**src/rtl/mem_port_arbiter_pkg.sv**
```systemverilog
// Shared bus widths, arbiter state encoding and timeout default for the
// instruction/data memory port arbiter.
package mem_port_arbiter_pkg;

    localparam int unsigned ADDR_BUS    = 32;
    localparam int unsigned DATA_BUS    = 32;
    localparam int unsigned MEM_SEL_BUS = 4;

    localparam logic [7:0] TIMEOUT_DEFAULT = 8'd255;

    typedef enum logic [1:0] {
        ST_IDLE    = 2'd0,
        ST_IF_BUSY = 2'd1,
        ST_D_BUSY  = 2'd2
    } arb_state_t;

    typedef enum logic {
        GRANT_IF = 1'b0,
        GRANT_D  = 1'b1
    } grant_t;

endpackage

```
**src/rtl/arb_timeout_cnt.sv**
```systemverilog
// Bus-access watchdog: counts busy cycles without an acknowledge and pulses
// expire on the cycle that would reach the TIMEOUT limit.
module arb_timeout_cnt #(
    parameter logic [7:0] TIMEOUT = 8'd255
) (
    input  logic clk,
    input  logic rst,
    input  logic clear,
    input  logic enable,
    output logic expire
);

    logic [7:0] count;

    always_ff @(posedge clk or negedge rst) begin
        if (!rst) begin
            count <= '0;
        end else if (clear) begin
            count <= '0;
        end else if (enable) begin
            count <= count + 8'd1;
        end
    end

    // Fires during the TIMEOUT-th unacknowledged busy cycle.
    assign expire = enable && !clear && (count == TIMEOUT - 8'd1);

endmodule

```
**src/rtl/mem_port_arbiter.sv**
```systemverilog
// Arbitrates fetch and data requests onto one single-port memory with
// alternating priority under contention, flush discard and a bus timeout.
module mem_port_arbiter
    import mem_port_arbiter_pkg::*;
#(
    parameter logic [7:0] TIMEOUT = TIMEOUT_DEFAULT
) (
    input  logic                   clk,
    input  logic                   rst,
    input  logic                   if_req,
    input  logic [ADDR_BUS-1:0]    if_addr,
    output logic [DATA_BUS-1:0]    if_rdata,
    output logic                   if_ready,
    input  logic                   d_req,
    input  logic [MEM_SEL_BUS-1:0] d_we,
    input  logic [ADDR_BUS-1:0]    d_addr,
    input  logic [DATA_BUS-1:0]    d_wdata,
    output logic [DATA_BUS-1:0]    d_rdata,
    output logic                   d_ready,
    input  logic                   flush,
    output logic                   mem_req,
    output logic [MEM_SEL_BUS-1:0] mem_we,
    output logic [ADDR_BUS-1:0]    mem_addr,
    output logic [DATA_BUS-1:0]    mem_wdata,
    input  logic [DATA_BUS-1:0]    mem_rdata,
    input  logic                   mem_ack,
    output logic                   stall_pc,
    output logic                   stall_mem,
    output logic                   bus_err
);

    arb_state_t state, next_state;
    grant_t     last_grant;
    logic       discard;
    logic       cnt_clear;
    logic       cnt_enable;
    logic       expire;

    arb_timeout_cnt #(.TIMEOUT(TIMEOUT)) u_timeout (
        .clk    (clk),
        .rst    (rst),
        .clear  (cnt_clear),
        .enable (cnt_enable),
        .expire (expire)
    );

    always_ff @(posedge clk or negedge rst) begin
        if (!rst) begin
            state <= ST_IDLE;
        end else begin
            state <= next_state;
        end
    end

    // A ready pulse means the requester still holds its request this cycle,
    // so no grant is made until the following cycle.
    always_comb begin
        next_state = state;
        case (state)
            ST_IDLE: begin
                if (!if_ready && !d_ready) begin
                    if (d_req && (last_grant == GRANT_IF || !if_req)) begin
                        next_state = ST_D_BUSY;
                    end else if (if_req) begin
                        next_state = ST_IF_BUSY;
                    end
                end
            end
            ST_IF_BUSY, ST_D_BUSY: begin
                if (mem_ack || expire) begin
                    next_state = ST_IDLE;
                end
            end
            default: next_state = ST_IDLE;
        endcase
    end

    always_comb begin
        cnt_clear  = (state == ST_IDLE);
        cnt_enable = (state != ST_IDLE) && !mem_ack;
        bus_err    = expire;
        stall_pc   = if_req && !if_ready;
        stall_mem  = d_req && !d_ready;
    end

    always_ff @(posedge clk or negedge rst) begin
        if (!rst) begin
            last_grant <= GRANT_IF;
            discard    <= 1'b0;
            mem_req    <= 1'b0;
            mem_we     <= '0;
            mem_addr   <= '0;
            mem_wdata  <= '0;
            if_rdata   <= '0;
            d_rdata    <= '0;
            if_ready   <= 1'b0;
            d_ready    <= 1'b0;
        end else begin
            if_ready <= 1'b0;
            d_ready  <= 1'b0;
            case (state)
                ST_IDLE: begin
                    discard <= 1'b0;
                    if (next_state == ST_D_BUSY) begin
                        mem_req   <= 1'b1;
                        mem_we    <= d_we;
                        mem_addr  <= d_addr;
                        mem_wdata <= d_wdata;
                    end else if (next_state == ST_IF_BUSY) begin
                        mem_req   <= 1'b1;
                        mem_we    <= '0;
                        mem_addr  <= if_addr;
                        mem_wdata <= '0;
                    end
                end
                ST_IF_BUSY: begin
                    if (mem_ack) begin
                        mem_req    <= 1'b0;
                        last_grant <= GRANT_IF;
                        discard    <= 1'b0;
                        if (!(discard || flush)) begin
                            if_rdata <= mem_rdata;
                            if_ready <= 1'b1;
                        end
                    end else if (expire) begin
                        mem_req <= 1'b0;
                        discard <= 1'b0;
                    end else if (flush) begin
                        discard <= 1'b1;
                    end
                end
                ST_D_BUSY: begin
                    if (mem_ack) begin
                        mem_req    <= 1'b0;
                        last_grant <= GRANT_D;
                        d_ready    <= 1'b1;
                        if (mem_we == '0) begin
                            d_rdata <= mem_rdata;
                        end
                    end else if (expire) begin
                        mem_req <= 1'b0;
                    end
                end
                default: mem_req <= 1'b0;
            endcase
        end
    end

endmodule
```
**config.mk**
```make
export PLATFORM = sky130hd
export DESIGN_NAME = mem_port_arbiter
export DESIGN_NICKNAME = d
export VERILOG_FILES = /design/src/rtl/mem_port_arbiter_pkg.sv /design/src/rtl/arb_timeout_cnt.sv /design/src/rtl/mem_port_arbiter.sv
export SDC_FILE = /design/constraint.sdc
export NUM_CORES = 1
export LEC_CHECK = 0
export BUFFER_PORTS_ARGS = -buffer_cell sky130_fd_sc_hd__buf_2
export CORE_ASPECT_RATIO = 1.2
export CORE_MARGIN = 2
export CORE_UTILIZATION = 47
export DETAILED_ROUTE_END_ITERATION = 10
export HOLD_SLACK_MARGIN = 0.02
export PLACE_DENSITY = 0.8
export SLEW_MARGIN = 20
export SYNTH_ARGS = -nofsm -noshare
export SYNTH_HDL_FRONTEND = slang
export SYNTH_SLANG_ARGS = --single-unit
```
**constraint.sdc**
```tcl
create_clock -name clk -period 3.1 [get_ports clk]
set_input_delay 0.31 -clock clk [delete_from_list [all_inputs] [get_ports clk]]
set_output_delay 0.31 -clock clk [all_outputs]
set_load 0.01 [all_outputs]
```
==> flow_summary_export.csv <==
group,metric,value,unit
status,status,"finished, final reports clean",
floorplanning,die_x,109,um
logic_synthesis,synth_top_cell_area_share,59.0,%
clock_network,h-tree-depth,4,
detailed_routing,m1WireLength,6200,um
detailed_routing,wl_met3,1330,um
detailed_routing,wirelength,15000,um
logic_synthesis,avgSynthCellArea,12.0,sq um
logic_synthesis,synth_seq_area_share,59.0,%
placement,gp_congestion,0.787,
cells_and_area,finish.net_count,940,
setup_path,required,3.37,ns
floorplanning,die_h,130,um
pwr,power.density,1060,nW/um^2
timing,finalCritPeriodShare,86.6,%
logic_synthesis,ys_async_sr_fraction,100,%
timing,rsz0062_at_grt,"false",
cells_and_area,layout-drive-gt1-share,48.3,%
placement,port_buffers,275,
detailed_routing,postRouteAntennaNets,0,
cells_and_area,num_antenna_cells,0,
worst_hold_path,min_path_type,"in2reg",
timing,max_freq,372,MHz
placement,dp.final_hpwl,11200,um
cells_and_area,seq_area,3680,sq um
timing,relSlewSlack,52.3,%
cells_and_area,fill_cells,1099,
global_routing,antenna_found_initial,0,
logic_synthesis,synth-main-ff-cell,"dfrtp_1",
detailed_routing,vias,4757,
timing,skew,0.0102,ns
setup_path,crit_arrival,2.96,ns
clock_network,cts_setup_buffers,0,
logic_synthesis,yosys_warnings,0,
global_routing,grt_start_max_net_pins,80,
clock_network,cts_sinks,147,
clock_network,cts_made_buffers,17,
global_routing,grt_overflow,0,
logic_synthesis,syn_nets,663,
placement,dp_slack,0.404,ns
pwr,vdd_drop_max,0.000640,V
timing,layout_setup_ws,0.414,ns
timing,worst_slew_pin_slew,0.715,ns
timing,setup_viol,0,
timing,tns,0,ns
detailed_routing,top_layer_used,"met4",
setup_path,critical_path_class,"reg2reg",
floorplanning,rows,46,
job,maxCapViolCount,0,
logic_synthesis,ys_types,36,
timing,finalMaxSlewViolations,0,
timing,post-route-min-period,2.69,ns
logic_synthesis,ys_ff_latch,147,
logic_synthesis,synth.area.top_cells,"dfrtp_1 (59%), mux2_4 (7.2%), nand2_1 (6.4%)",
timing,hold_viol,0,
setup_path,startpoint_type,"flop",
global_routing,grt_pass1_vias,4549,
floorplanning,ios,276,
detailed_routing,drt_iter0_drc,162,
floorplanning,start_util,47.7,%
logic_synthesis,syn_inst,517,
detailed_routing,dr_wl_met2,7220,um
logic_synthesis,yosysTopAreaCell,"dfrtp_1",
clock_network,root_buffer,"clkbuf_16",
detailed_routing,drc,0,
detailed_routing,wire_per_inst,15.4,um
cells_and_area,area_delta_synth_final,36.1,%
detailed_routing,dr.pass1.iters,4,
global_routing,grt_pass1_wl,22600,um
floorplanning,die_area,14200,sq um
cells_and_area,multi_input_area,2360,sq um
clock_network,insertion_delay,0.41,ns
logic_synthesis,synth_edf_count,0,
global_routing,grt_use_total,20.9,%
clock_network,cts_tree,"built",
clock_network,cts.clk_slew.worst_paths,0.06,ns
clock_network,clock_path_buffers,2,
setup_path,endpoint_kind,"flop",
detailed_routing,viasPerCell,4.88,
logic_synthesis,synthesis.area,6230,sq um
setup_path,path_max_fanout,43,
pwr,p_leak,4.39,nW
floorplanning,core,13100,sq um
==> layout make-up <==
type / count / area share [%]
flip-flops and latches: 147 / 43.4
multi-input cells: 332 / 27.9
inverters: 7 / 0.310
clock buffers: 18 / 5.18
repair buffers: 289 / 18.2
well taps: 168 / 2.48
clock inverters: 13 / 2.61
==> kinds of logic after synthesis <==
group / synth area share (%)
AND/OR/NAND/NOR: 9.54
multiplexers: 18.5
adder cells (fa/ha/maj): 1.61
XOR/XNOR: 0.844
flip-flops: 59.0
AO/OA/AOI/OAI: 7.13
buffers and inverters: 3.31
==> sequential cells by signal, summed over array words and instances, names as in the netlist <==
name,cells
d_rdata,32
d_ready,1
discard,1
if_rdata,32
if_ready,1
last_grant,1
mem_addr,32
mem_req,1
mem_wdata,32
mem_we,4
state,2
u_timeout.count,8
==> stage by stage <==
stage                     area, sq um  cells  hold WS [ns]  util [%]  power (mW)
final                            8480    974         0.126      64.9        8.97
after global routing             8480    974         0.110      64.9        9.59
after detailed placement         7810    942         0.400      59.8        6.76
after CTS                        8480    974         0.111      64.9        9.08
after global placement           7810    942         0.396      59.8        6.63
after floorplan                  6230    517        0.0144         -        5.35
==> cell usage after synthesis (3+ instances only) <==
| master | number |
|---|---|
| o21ai_0 | 64 |
| xnor2_1 | 3 |
| buf_2 | 12 |
| dfrtp_1 | 147 |
| nor2b_1 | 5 |
| inv_1 | 7 |
| xor2_1 | 3 |
| mux2i_1 | 32 |
| nand2b_1 | 3 |
| mux2_4 | 30 |
| ha_1 | 8 |
| o21ai_1 | 6 |
| a21oi_1 | 4 |
| mux2_2 | 34 |
| nand2_1 | 107 |
| clkbuf_1 | 11 |
| nor2_1 | 9 |
| buf_6 | 6 |
==> worst paths after layout <==
kind	from	to	slack, ns	cells after the start
setup / recovery	state[0]$_DFF_PN0_	mem_addr[28]$_DFFE_PN0P_	0.41	10
hold / removal	flush	if_ready$_DFF_PN0_	0.13	2
setup reg to reg	state[0]$_DFF_PN0_	mem_addr[28]$_DFFE_PN0P_	0.41	10
hold reg to reg	mem_wdata[8]$_DFFE_PN0P_	mem_wdata[8]$_DFFE_PN0P_	0.47	2
max in group asynchronous	rst	mem_addr[22]$_DFFE_PN0P_	1.79	3
min in group asynchronous	rst	d_rdata[10]$_DFFE_PN0P_	0.52	2
==> cells in the final DEF, fill, tap and decap left out, types with 4 or more instances in the layout <==
cell	n
nor2_1	9
nor2b_1	5
buf_4	9
nand2_1	107
o21ai_0	64
mux2_2	34
inv_1	7
bufinv_16	5
o21ai_1	6
a21oi_1	4
buf_12	4
ha_1	7
clkbuf_16	17
buf_2	274
inv_6	4
mux2i_1	32
dfrtp_1	147
mux2_4	30
==> per-layer routing <==
metal	vias to the layer above	global-route usage, %
li1	2316	-
met3	16	6.24
met1	2216	26.2
met2	209	34.3
met4	0	7.32
met5	-	0
==> repair_timing <==
action                                 in CTS  in global routing
hold buffers                                1                  0
resized for setup                           0                  0
endpoints found under the hold margin      77                  0
==> critical path, stage by stage (launching register included) <==
cell	delay, ns
dfrtp_1	0.41
inv_1	0.11
ha_1	0.18
nand4b_1	0.14
nor2_1	0.10
or3_1	0.38
a21o_1	0.22
ha_4	0.25
nand2b_4	0.37
buf_4	0.26
o21ai_0	0.12
==> where the power goes <==
part           switching (mW)  total, mW  leakage, nW  internal, mW
sequential              0.397       3.09         1.86          2.69
combinational            1.92       3.59         2.21          1.68
clock                   0.823       2.29        0.320          1.46
total                    3.14       8.97         4.39          5.83
No activity file was read; power rests on OpenSTA's default activity.
